[src/rtl/dmem_arbiter.sv]
// Data-memory arbiter: shares one single-ported byte-addressed memory between the
// CPU memory stage and a word-burst DMA engine, interleaving them round-robin.
module dmem_arbiter #(
    parameter int DATA_WIDTH = 32,
    parameter int LEN_WIDTH  = 8
) (
    input  logic                  i_clk,
    input  logic                  i_rst,
    // CPU memory stage
    input  logic                  i_cpu_req,
    input  logic                  i_cpu_we,
    input  logic                  i_cpu_byte,
    input  logic [DATA_WIDTH-1:0] i_cpu_addr,
    input  logic [DATA_WIDTH-1:0] i_cpu_wdata,
    output logic [DATA_WIDTH-1:0] o_cpu_rdata,
    output logic                  o_cpu_stall,
    // DMA engine
    input  logic                  i_dma_start,
    input  logic                  i_dma_dir,
    input  logic [DATA_WIDTH-1:0] i_dma_base,
    input  logic [LEN_WIDTH-1:0]  i_dma_len,
    input  logic [DATA_WIDTH-1:0] i_dma_wdata,
    output logic [DATA_WIDTH-1:0] o_dma_rdata,
    output logic                  o_dma_beat,
    output logic                  o_dma_busy,
    output logic                  o_dma_done,
    // Data memory pins
    output logic                  o_mem_we,
    output logic                  o_mem_st_byte,
    output logic                  o_mem_ld_byte,
    output logic [DATA_WIDTH-1:0] o_mem_addr,
    output logic [DATA_WIDTH-1:0] o_mem_wd,
    input  logic [DATA_WIDTH-1:0] i_mem_rd
);

    typedef enum logic [1:0] {
        S_IDLE,
        S_BURST,
        S_DONE
    } state_t;

    state_t                r_state;
    state_t                w_state_next;
    logic [DATA_WIDTH-1:0] r_ptr;
    logic [LEN_WIDTH-1:0]  r_remaining;
    logic                  r_dir;
    logic                  r_last_grant;   // 0 = CPU, 1 = DMA

    logic                  w_in_burst;
    logic                  w_dma_beat;
    logic                  w_last_beat;

    assign w_in_burst  = (r_state == S_BURST);
    // The CPU wins only if it asked and the DMA had the previous grant.
    assign w_dma_beat  = w_in_burst & ~(i_cpu_req & r_last_grant);
    assign w_last_beat = w_dma_beat & (r_remaining == LEN_WIDTH'(1));

    assign o_dma_beat  = w_dma_beat;
    assign o_cpu_stall = i_cpu_req & w_dma_beat;
    assign o_dma_busy  = w_in_burst;
    assign o_dma_done  = (r_state == S_DONE);
    assign o_cpu_rdata = i_mem_rd;
    assign o_dma_rdata = i_mem_rd;

    // NOTE: every output of a combinational block gets a default first so no latch is inferred.
    always_comb begin
        w_state_next = r_state;
        case (r_state)
            S_IDLE: begin
                if (i_dma_start) begin
                    w_state_next = (i_dma_len != '0) ? S_BURST : S_DONE;
                end
            end
            S_BURST: begin
                if (w_last_beat) begin
                    w_state_next = S_DONE;
                end
            end
            S_DONE:  w_state_next = S_IDLE;
            default: w_state_next = S_IDLE;
        endcase
    end

    always_comb begin
        o_mem_we      = i_cpu_req & i_cpu_we & ~i_rst;
        o_mem_st_byte = i_cpu_byte;
        o_mem_ld_byte = i_cpu_byte;
        o_mem_addr    = i_cpu_addr;
        o_mem_wd      = i_cpu_wdata;
        if (w_dma_beat) begin
            o_mem_we      = r_dir;
            o_mem_st_byte = 1'b0;
            o_mem_ld_byte = 1'b0;
            o_mem_addr    = r_ptr;
            o_mem_wd      = i_dma_wdata;
        end
    end

    // NOTE: sequential state uses non-blocking assignments so every register samples pre-edge values.
    always_ff @(posedge i_clk or posedge i_rst) begin
        if (i_rst) begin
            r_state      <= S_IDLE;
            r_ptr        <= '0;
            r_remaining  <= '0;
            r_dir        <= 1'b0;
            r_last_grant <= 1'b1;
        end else begin
            r_state <= w_state_next;
            if ((r_state == S_IDLE) && i_dma_start) begin
                r_ptr       <= i_dma_base;
                r_remaining <= i_dma_len;
                r_dir       <= i_dma_dir;
            end
            if (w_in_burst) begin
                r_last_grant <= w_dma_beat;
            end
            if (w_dma_beat) begin
                r_ptr       <= r_ptr + DATA_WIDTH'(4);
                r_remaining <= r_remaining - LEN_WIDTH'(1);
            end
        end
    end

endmodule

[config.mk]
export PLATFORM = sky130hd
export DESIGN_NAME = dmem_arbiter
export DESIGN_NICKNAME = d
export VERILOG_FILES = /design/src/rtl/dmem_arbiter.sv
export SDC_FILE = /design/constraint.sdc
export NUM_CORES = 1
export LEC_CHECK = 0
export CORE_AREA = 2 2 119 121
export CTS_BUF_LIST = sky130_fd_sc_hd__clkbuf_8 sky130_fd_sc_hd__clkbuf_16
export DETAILED_ROUTE_END_ITERATION = 12
export DIE_AREA = 0 0 121 123
export PLACE_DENSITY = 0.83
export SETUP_SLACK_MARGIN = 0.3
export SLEW_MARGIN = 10
export SYNTH_ARGS = -nofsm -noshare
export SYNTH_HDL_FRONTEND = slang
export SYNTH_SLANG_ARGS = --single-unit
[constraint.sdc]
create_clock -name i_clk -period 1.82 [get_ports i_clk]
set_input_delay 0.182 -clock i_clk [delete_from_list [all_inputs] [get_ports i_clk]]
set_output_delay 0.182 -clock i_clk [all_outputs]
set_load 0.03 [all_outputs]
==> results by group, run 1 <==
Run status
  – Status: finished with violations
  – Failing checks: negative setup slack

Setup path
  – FF-to-FF Start: r_state[1]
  – WS Path Type: flop to output pin
  – WP data required: ~1600 ps
  – Worst reg-to-reg path cell count: 11
  – Reg-to-reg slack, setup: -60 ps
  – Arrival time at the worst endpoint: 1730 ps
  – Worst setup path startpoint: r_last_grant
  – CP endpoint kind: output pin
  – CP Capture Point: o_mem_wd[16]
  – Critical Path Start Type: flop
  – Crit-path max FO: 9
  – Reg2reg end: r_ptr[11]

Final layout
  – Design area: 0.00824 mm^2
  – Synthesis-to-finish area growth: 112%
  – Register area: roughly 0.0011 mm^2
  – Fill count: approximately 1100
  – Ant. Diodes: 0
  – Final std cells w/o fill: between 900 and 1000
  – Multi-input logic area: 0.00336 mm^2
  – Nets: 984
  – Layout cells sized above 1: 0.537

Route
  – Starting DRT DRC Count: 370
  – WL/cell: approximately 18 um
  – # DRC: 0
  – Final WL: approximately 18 mm
  – Final antenna-violating net count: 0
  – Vias/cell: 5.15
  – Via count: ~5000
  – DRT Pass-1 Iters: 6

Global routing
  – GRT overflow: 0
  – Antenna violations before repair: 0
  – Global-route wire length before repair: approximately 26 mm
  – Gr usage total: 0.219
  – Vias in the first global route: 5088
  – Pin count of the biggest net entering global routing: between 40 and 50

STA
  – Fin Setup TNS: -3710 ps
  – Final period util: 1.05
  – Worst Tran Pin Value: roughly 600 ps
  – F_max: roughly 520 MHz
  – Relative slew margins: 0.595
  – Hold Vio Cnt, Final: 0
  – RSZ-0062 raised after global routing: yes
  – Max Slew Vio Count: 0
  – Setup slack after layout: -95.3 ps
  – Worst hold margin: roughly 350 ps
  – Setup violators final: 67
  – Setup Skew: around 9.5 ps
  – Final min period: between 1500 and 2000 ps

Synth
  – Netlist cell types: 58
  – Synth area leader: dfrtp_1
  – Synth Instances: between 500 and 600
  – Share of the yosys chip area belonging to registers: 0.283
  – Yosys top cell area share: 0.277
  – Main flop type after synthesis: dfrtp_1
  – EDFF count, synth: 0
  – Ys Warns: 0
  – Seq cells post-synth: between 40 and 50
  – Syn Nets: around 740
  – Top post-synthesis cells by area: dfrtp_1 (28%), nand2_1 (23%), buf_4 (13%), o21ai_0 (3.0%), o211ai_1 (2.1%)
  – Mapped Area: a little under 0.004 mm^2
  – Leading cell type by number of instances after synthesis: nand2_1
  – Top post-synthesis cells by count: nand2_1 (234), buf_4 (65), dfrtp_1 (43), o21ai_0 (23), nor2_1 (17)
  – Avg Cell Area, Syn: approximately 6.9 um^2
  – Share of synthesized flip-flops with an asynchronous set or reset: 1.00

Clocking
  – CTS tree: done
  – CTS root buf: clkbuf_16
  – Cts hold-fix bufs: 0
  – CTS buffer count: 5
  – CTS Buffer Depth: 2
  – CTS sink cnt: 44
  – Worst-path clk slew: about 60 ps
  – H-Tree Depth: 2
  – Clk_lat worst skew: ~280 ps

Die
  – Core area: 0.0136 mm^2
  – Die area: about 0.015 mm^2
  – FP Rows: 43
  – Starting Density: 0.286
  – Ports: between 300 and 400
  – Die height: 123 um
  – Die Wd: between 100 and 150 um

Job
  – Max-cap violations: 0

Placed design
  – I/O Buffers: about 210
  – Cell Area, Placed: roughly 0.0068 mm^2
  – Routability Congestion: about 0.85
  – Total placed cells including tap cells: between 900 and 1000
  – Post-Place Worst Slack: -129 ps
  – HPWL Detailed: roughly 12 mm

Pwr
  – VDD IR max: about 0.82 mV
  – Pleak: ~3.6 nW
  – Pwr Density: between 1500 and 2000 mW/mm^2

Worst hold path
  – Hold Crit Class: primary input to asynchronous set/reset pin
worst max-delay path: stages (launching register included):
cell and delay (ps):
dfstp_2 590, nand2_4 90, nand2_8 110, clkinv_8 80, buf_12 160, buf_12 150, nand2_2 90, nand2_4 50
buf_6 130
power by group:
group | internal [mW] | leakage (nW) | switching [mW]
logic | 4.96 | 3.00 | 5.83
registers | 1.45 | 0.512 | 0.529
clock network | 0.542 | 0.0743 | 0.387
state kept, by name, summed over array words and instances (netlist names):
name / count
r_dir: 1
r_remaining: 8
r_state: 2
r_last_grant: 1
r_ptr: 32
routing by layer:
metal	wire, um	part of all wire	global-route usage
met1	6600	0.37	0.251
met2	9570	0.53	0.396
met3	1350	0.075	0.0484
met4	412	0.023	0.0865
met5	0	0	0
per-stage QoR:
| stage | total power, mW | utilization |
|---|---|---|
| 2_1_floorplan | 7.62 | - |
| 3_3_place_gp | 10.1 | 0.496 |
| 3_5_place_dp | 10.3 | 0.496 |
| 4_1_cts | 13.0 | 0.582 |
| 5_1_grt | 14.4 | 0.605 |
| 6_report | 13.7 | 0.605 |
how the worst min path moves through the flow:
stage,start,to,slack (ps),cells past startpoint
after floorplan,i_dma_dir,r_dir,290,2
after global placement,i_mem_rd[11],o_cpu_rdata[11],360,0
after detailed placement,i_mem_rd[11],o_cpu_rdata[11],360,0
after CTS,i_mem_rd[11],o_cpu_rdata[11],360,0
after global routing,i_mem_rd[10],o_cpu_rdata[10],360,0
final,i_rst,r_dir,350,3
cells in the final DEF (no fill, tap or decap), types with 5 or more instances in the layout:
| cell | netlist | routed |
|---|---|---|
| clkdlybuf4s50_1 | 0 | 142 |
| buf_4 | 65 | 98 |
| nand2_2 | 1 | 90 |
| nand2_4 | 0 | 74 |
| nand2_1 | 234 | 70 |
| buf_6 | 0 | 67 |
| dfrtp_1 | 43 | 36 |
| buf_12 | 0 | 13 |
| nand3_1 | 16 | 11 |
| o211ai_1 | 11 | 11 |
| a21oi_1 | 14 | 11 |
| nor2_1 | 17 | 10 |
| o21ai_2 | 1 | 10 |
| o21ai_1 | 0 | 7 |
| dfrtp_2 | 0 | 7 |
| nand4_1 | 6 | 6 |
| clkbuf_16 | 0 | 6 |
| nand3_4 | 1 | 5 |
| and3_1 | 8 | 5 |
| o21ai_0 | 23 | 5 |
logic make-up (layout without fill, tap and decap cells):
family	count (synthesis)	after routing	share of synthesized area
buf+inv	100	342	0.164
mux	2	2	0.00514
fa+ha+maj	3	3	0.00965
flops	44	44	0.283
compound gates	97	97	0.174
simple gates	318	318	0.362
xor+xnor	1	1	0.00225
area by class of cell:
type                    instances  area share
clock inverters                 2     0.00137
flip-flops and latches         44       0.135
well taps                     180      0.0273
clock buffers                   6      0.0169
multi-input cells             421       0.408
inverters                       5     0.00471
repair buffers                329       0.407
timing repair:
item	CTS	global route
endpoints found under the setup margin	109	114
endpoints found under the hold margin	0	0
gates cloned	2	1
resized for setup	201	44
pin swaps	44	24
setup buffers	33	15
(Power assumes the default switching activity.)
==> inputs of run 2 (changes only) <==
Settings changed: CORE_AREA 2 2 119 121 to 2 2 120 122, DIE_AREA 0 0 121 123 to 0 0 122 124, PLACE_DENSITY 0.83 to 0.79, REMOVE_ABC_BUFFERS from default to 1.
Clock period 1.82 ns to 1.81 ns, I/O delays scaled along.
==> run 2 against run 1 <==
The flow still finishes with violations (negative setup slack). Sequential share of layout area grew 0.46 points. Total power fell by 1.7%. Sequential power shrank 2%. Die area grew 1.6%. Largest cell class is now non-clock buffers.
==> results by group, run 2 (synthesis gave the netlist of run 1 again) <==
Final layout
  – Ant. Diodes: 0 (unchanged)
  – Nets: 982 (-0.20%)
  – Most frequent cells in the layout: clkdlybuf4s50_1 (142), nand2_1 (131), buf_6 (84), nand2_2 (75), buf_4 (69)
  – Most flops, register: r_ptr
  – Layout cells sized above 1: 0.445 (-0.0918)
  – Synthesis-to-finish area growth: 104%
  – Layout Utilization: 0.578 (-0.0272)
  – Regs by FF count: r_ptr: 32 flops, r_remaining: 8 flops, r_state: 2 flops
  – Max FFs per register: 32 (unchanged)
  – Design area: 0.00793 mm^2 (-3.7%)
  – Most common cell after layout, fill and taps aside: clkdlybuf4s50_1
  – Fill count: 1123 (+3.7%)

STA
  – Setup Skew: 9.94 ps (+0.405 ps)
  – Final min period: between 1500 and 2000 ps
  – Fin Setup TNS: -2170 ps (+1540 ps)
  – Relative slew margins: 0.710 (+0.115)
  – Worst Tran Pin Value: 432 ps (-170 ps)
  – F_max: approximately 530 MHz
  – Max Slew Vio Count: 0 (unchanged)
  – RSZ-0062 raised after global routing: yes
  – Hold Vio Cnt, Final: 0 (unchanged)
  – Setup violators final: 60 (-10%)
  – Setup slack after layout: -70.1 ps (+25.2 ps)
  – Final period util: 1.04

Placed design
  – I/O Buffers: 213 (unchanged)
  – Routability Congestion: 0.863 (+1.9%)
  – Cell Area, Placed: 0.00610 mm^2 (-9.6%)
  – HPWL Detailed: 14.1 mm (+22%)
  – Post-Place Worst Slack: -131 ps (-1.88 ps)

Global routing
  – Global-route wire length before repair: 27.1 mm (+4.1%)
  – Gr usage total: 0.240 (+0.0203)
  – GRT overflow: 0 (unchanged)
  – Antenna violations before repair: 0 (unchanged)
  – Pin count of the biggest net entering global routing: 26 (-42%)
  – Vias in the first global route: 4850 (-4.7%)

Clocking
  – CTS Buffer Depth: 2 (unchanged)
  – Cts hold-fix bufs: 0 (unchanged)
  – H-Tree Depth: 2 (unchanged)
  – CTS tree: done
  – CTS sink cnt: 44 (unchanged)
  – Worst-path clk slew: 70 ps (about the same)
  – CTS root buf: clkbuf_16
  – Clk_lat worst skew: 290 ps (about the same)
  – CTS buffer count: 5 (unchanged)

Setup path
  – Arrival time at the worst endpoint: 1700 ps (-30 ps)
  – WP data required: 1630 ps (about the same)
  – Crit-path max FO: 7 (-2)
  – WS Path Type: flop to output pin
  – CP endpoint kind: output pin
  – Critical Path Start Type: flop

Pwr
  – Pleak: 3.53 nW (-1.5%)
  – Power, Total: 13.5 mW (-1.7%)
  – VDD IR max: 0.677 mV (-17%)
  – Pwr Density: 1700 mW/mm^2 (+2.1%)

Route
  – Vias/cell: 5.25 (+1.9%)
  – Final WL: 21.0 mm (+17%)
  – DRT Pass-1 Iters: 5 (-1)
  – Final antenna-violating net count: 0 (unchanged)
  – Via count: 5175 (+1.7%)
  – WL/cell: 21.3 um (+17%)
  – Starting DRT DRC Count: 305 (-18%)
  – # DRC: 0 (unchanged)

Job
  – Max-cap violations: 0 (unchanged)

Worst hold path
  – Hold Crit Class: primary input to asynchronous set/reset pin

Die
  – Core area: 0.0137 mm^2 (+0.79%)
  – FP Rows: 43 (unchanged)
  – Ports: 310 (unchanged)
  – Die height: 124 um (+0.81%)
  – Die Wd: 122 um (+0.83%)
  – Starting Density: 0.284 (-0.00224)
  – Die area: 0.0151 mm^2 (+1.6%)

Run status
  – Status: finished with violations
  – Failing checks: negative setup slack
-- run 2: cell count changes in the layout (fill, tap and decap cells not counted), moves of 6 or more --
| cell | before | now |
|---|---|---|
| buf_8 | 4 | 11 |
| buf_6 | 67 | 84 |
| o21ai_2 | 10 | 3 |
| buf_4 | 98 | 69 |
| o21ai_0 | 5 | 11 |
| nand2_4 | 74 | 28 |
| nand2_1 | 70 | 131 |
| nand2_2 | 90 | 75 |
-- run 2: per-layer routing --
| layer | global-route usage | wire length (um) | vias up |
|---|---|---|---|
| li1 | - | - | 2356 |
| met1 | 0.267 | 7550 | 2466 |
| met2 | 0.356 | 9380 | 316 |
| met3 | 0.188 | 3610 | 37 |
| met4 | 0.0481 | 442 | 0 |
| met5 | 0.0556 | 0 | - |
-- run 2: final cells by class --
type | count | area, um^2 | area share
tap | 180 | 225 | 0.0284
clock inverter | 3 | 38.8 | 0.00489
sequential | 44 | 1110 | 0.139
multi-input combinational | 421 | 2880 | 0.364
clock buffer | 5 | 125 | 0.0158
timing repair buffer | 327 | 3520 | 0.443
inverter | 5 | 33.8 | 0.00426
-- run 2: worst paths after layout --
check                              from               to  slack, ps  cells past startpoint
max in group asynchronous         i_rst        r_ptr[17]       1020                      3
min reg2reg                       r_dir            r_dir        510                      2
max reg2reg                  r_state[1]        r_ptr[26]        -40                      8
max                        r_last_grant    o_mem_addr[6]        -70                      8
min in group i_clk         i_mem_rd[18]  o_dma_rdata[18]        360                      0
min                               i_rst         r_ptr[5]        320                      2
-- run 2: metrics by stage --
stage,hold slack (ps),instances
2_1_floorplan,286,470
3_5_place_dp,362,934
5_1_grt,355,985
4_1_cts,316,957
6_report,318,985
3_3_place_gp,362,934
-- run 2: repair_timing --
item                       CTS  global route
gates resized for setup    142           202
setup buffers               11            23
pin swaps                   37            57
setup endpoints to repair  109           112
cloned                       4             5
-- run 2: report_power, final --
part	switching (mW)	internal (mW)	leakage [nW]	total, mW
logic	5.58	4.89	2.93	10.5
registers	0.496	1.45	0.516	1.94
clock network	0.392	0.645	0.0850	1.04
total	6.47	6.98	3.53	13.5
-- run 2: worst max-delay path: stages (launching register included) --
cell and delay [ps]:
dfstp_2 560, nand2_4 80, nand2_8 110, clkinv_8 80, buf_12 160, buf_12 150, nand2_2 80, nand2_2 60
buf_6 130
==> inputs of run 3 (changes only) <==
Settings changed: CELL_PAD_IN_SITES_DETAIL_PLACEMENT from default to 1, CELL_PAD_IN_SITES_GLOBAL_PLACEMENT from default to 1, CORE_AREA 2 2 120 122 to default, CORE_UTILIZATION from default to 22, DIE_AREA 0 0 122 124 to default, PLACE_DENSITY 0.79 to 0.92, SLEW_MARGIN 10 to 5.
==> run 3 against run 2 <==
The run still ends with negative setup slack left. Clock skew fell by 5.1 ps. Via count rose by 2.3%. Critical path depth rose by 1. Clock-buffer cell count rose by 2. Maximum frequency fell by 0.73%. Design area rose by 2.8%. Worst hold slack improved by 44 ps. First-iteration DRC count fell by 34%. Sequential power rose by 5%. Wire length rose by 13%. Core utilization fell by 11 points. Clock power fell by 6%. Highest routed layer is now met5.
==> results by group, run 3 (synthesis gave the netlist of run 1 again) <==
Placed design
  – HPWL Detailed: 14.9 mm (+5.3%)
  – Post-Place Worst Slack: -176 ps (-45.3 ps)
  – Routability Congestion: 0.808 (-6.3%)
  – I/O Buffers: 213 (unchanged)
  – Cell Area, Placed: 0.00612 mm^2 (+0.23%)

Global routing
  – GRT overflow: 0 (unchanged)
  – Pin count of the biggest net entering global routing: 26 (unchanged)
  – Antenna violations before repair: 1 (+1)
  – Vias in the first global route: 5386 (+11%)
  – Gr usage total: 0.233 (-0.00649)
  – Global-route wire length before repair: 31.6 mm (+17%)

Setup path
  – WP buf/inv: 5 (+1)
  – Largest delay share family, worst path: buffers and inverters
  – Reg2reg end: r_ptr[27]
  – Arrival time at the worst endpoint: 1710 ps (about the same)
  – CP endpoint kind: output pin
  – FF-to-FF Start: r_ptr[2]
  – WS Path Type: flop to output pin
  – WP data required: 1630 ps (about the same)
  – Critical Path Start Type: flop
  – Reg-to-reg slack, setup: -80 ps (-40 ps)
  – Worst path slowest cell: dfrtp_2
  – Max stage delay on crit path: 480 ps (-80 ps)
  – Worst reg-to-reg path cell count: 6 (-2)
  – Crit-path max FO: 13 (+6)
  – CP cell instances: nand2b_4, inv_4, nand2_8, clkinv_8, buf_12, buf_12, nand2_1, nand2_1, buf_6

STA
  – Final min period: 1890 ps (+13.9 ps)
  – Final period util: 1.05 (+0.00766)
  – Hold Vio Cnt, Final: 0 (unchanged)
  – Relative slew margins: 0.551 (-0.159)
  – Setup violators final: 73 (+22%)
  – Setup Skew: 4.83 ps (-5.11 ps)
  – F_max: 528 MHz (-0.73%)
  – RSZ-0062 raised after global routing: yes
  – Setup slack after layout: -84.0 ps (-13.9 ps)
  – Max Slew Vio Count: 0 (unchanged)
  – Worst Tran Pin Value: 668 ps (+236 ps)
  – Worst hold margin: 362 ps (+44.1 ps)

Pwr
  – Logic pwr share: 0.785 (+0.007)
  – Internal: 7.20 mW (+3.1%)
  – Pleak: 3.58 nW (+1.5%)
  – Sequential share of power: 0.145 (about the same)
  – VDD IR max: 0.654 mV (-3.3%)
  – Switch share: 0.484 (+0.00276)
  – Sw Pwr: 6.74 mW (+4.3%)
  – Pwr Density: 1710 mW/mm^2 (+0.85%)
  – Clk network pwr share: 0.070 (-0.007)

Final layout
  – Ant. Diodes: 0 (unchanged)
  – Most flops, register: r_ptr
  – Layout cells sized above 1: 0.435 (-0.00956)
  – Multi-input logic area: 0.00293 mm^2 (+1.7%)
  – Register area: 0.00111 mm^2 (+0.11%)
  – Most common cell after layout, fill and taps aside: nand2_1
  – Design area: 0.00815 mm^2 (+2.8%)
  – Fill count: 1919 (+71%)
  – Most frequent cells in the layout: nand2_1 (155), clkdlybuf4s50_1 (142), buf_6 (91), buf_4 (57), nand2_2 (53)
  – Max FFs per register: 32 (unchanged)
  – Synthesis-to-finish area growth: 109%
  – Nets: 980 (-0.20%)
  – Regs by FF count: r_ptr: 32 flops, r_remaining: 8 flops, r_state: 2 flops

Route
  – Via count: 5294 (+2.3%)
  – Starting DRT DRC Count: 201 (-34%)
  – Final antenna-violating net count: 0 (unchanged)
  – DRT Pass-1 Iters: 5 (unchanged)
  – WL/cell: 23.1 um (+8.5%)
  – Final WL: 23.7 mm (+13%)
  – # DRC: 0 (unchanged)
  – Vias/cell: 5.15 (-1.9%)

Run status
  – Failing checks: negative setup slack
  – Status: finished with violations

Clocking
  – Clk_lat worst skew: 290 ps (about the same)
  – CTS Buffer Depth: 2 (unchanged)
  – CTS sink cnt: 44 (unchanged)
  – CTS tree: done
  – CTS buffer count: 5 (unchanged)
  – Worst-path clk slew: 60 ps (about the same)
  – CTS root buf: clkbuf_16
  – H-Tree Depth: 2 (unchanged)

Worst hold path
  – Hold Crit Class: primary input to asynchronous set/reset pin

Die
  – Starting Density: 0.225 (-0.0587)
  – FP Rows: 48 (+12%)
  – Die area: 0.0182 mm^2 (+20%)
  – Core area: 0.0173 mm^2 (+26%)
  – Ports: 310 (unchanged)
  – Die Wd: 135 um (+11%)
  – Die height: 135 um (+8.9%)

Job
  – Max-cap violations: 0 (unchanged)
run 3: cell types whose count changed in the layout (fill, tap and decap cells not counted), moves of 7 or more:
cell,previous run,this run
nand2_2,75,53
nand2_1,131,155
buf_6,84,91
buf_4,69,57
buf_12,11,18
run 3: worst max path at each step:
| stage | startpoint | endpoint | slack (ps) | cells after the start |
|---|---|---|---|---|
| 5_1_grt | r_state[1] | o_mem_wd[31] | -130 | 9 |
| 3_5_place_dp | i_dma_start | r_remaining[4] | -180 | 6 |
| 3_3_place_gp | i_dma_start | r_ptr[27] | -160 | 5 |
| 4_1_cts | r_last_grant | o_mem_wd[0] | -50 | 8 |
| 6_report | r_state[0] | o_mem_wd[5] | -80 | 9 |
| 2_1_floorplan | r_state[1] | o_mem_we | -3330 | 5 |
run 3: repair_timing:
item | in CTS | in global routing
setup endpoints to repair | 113 | 113
buffers inserted | 30 | 12
gates resized for setup | 259 | 88
pin swaps | 61 | 38
cloned | 8 | 3
hold buffers | 0 | 0
run 3: worst reg2reg max path: stages (launching register included):
cell	delay, ps
dfrtp_1	450
buf_6	140
nand4_1	220
nor4_4	310
nand3_2	200
and3_4	200
a221o_1	250
run 3: area by class of cell:
cell class / count / area share
clock buffers: 7 / 0.0187
flip-flops and latches: 44 / 0.136
multi-input cells: 421 / 0.360
well taps: 225 / 0.0345
repair buffers: 325 / 0.447
inverters: 5 / 0.00414
run 3: stage by stage:
stage | setup TNS, ps | instances | total power [mW] | utilization
global placement | -4120 | 967 | 8.96 | 0.354
detailed placement | -7730 | 967 | 9.19 | 0.354
CTS | -1400 | 1012 | 12.9 | 0.442
floorplan | -284750 | 470 | 5.76 | -
finish | -2880 | 1027 | 13.9 | 0.471
global route | -7770 | 1027 | 14.6 | 0.471
run 3: layer usage:
metal	wire length, um	share of wire	track usage
met5	111	0.0047	0.0667
met4	358	0.015	0.0437
met3	2770	0.12	0.114
met2	11400	0.48	0.393
met1	9150	0.39	0.261
run 3: power groups by stage:
stage          clock, mW  sequential (mW)  combinational (mW)
3_5_place_dp           0             1.87                7.33
6_report           0.978             2.03                10.9
4_1_cts            0.982             1.93                9.94
3_3_place_gp           0             1.83                7.13
5_1_grt             1.00             2.06                11.5
2_1_floorplan          0             1.86                3.90
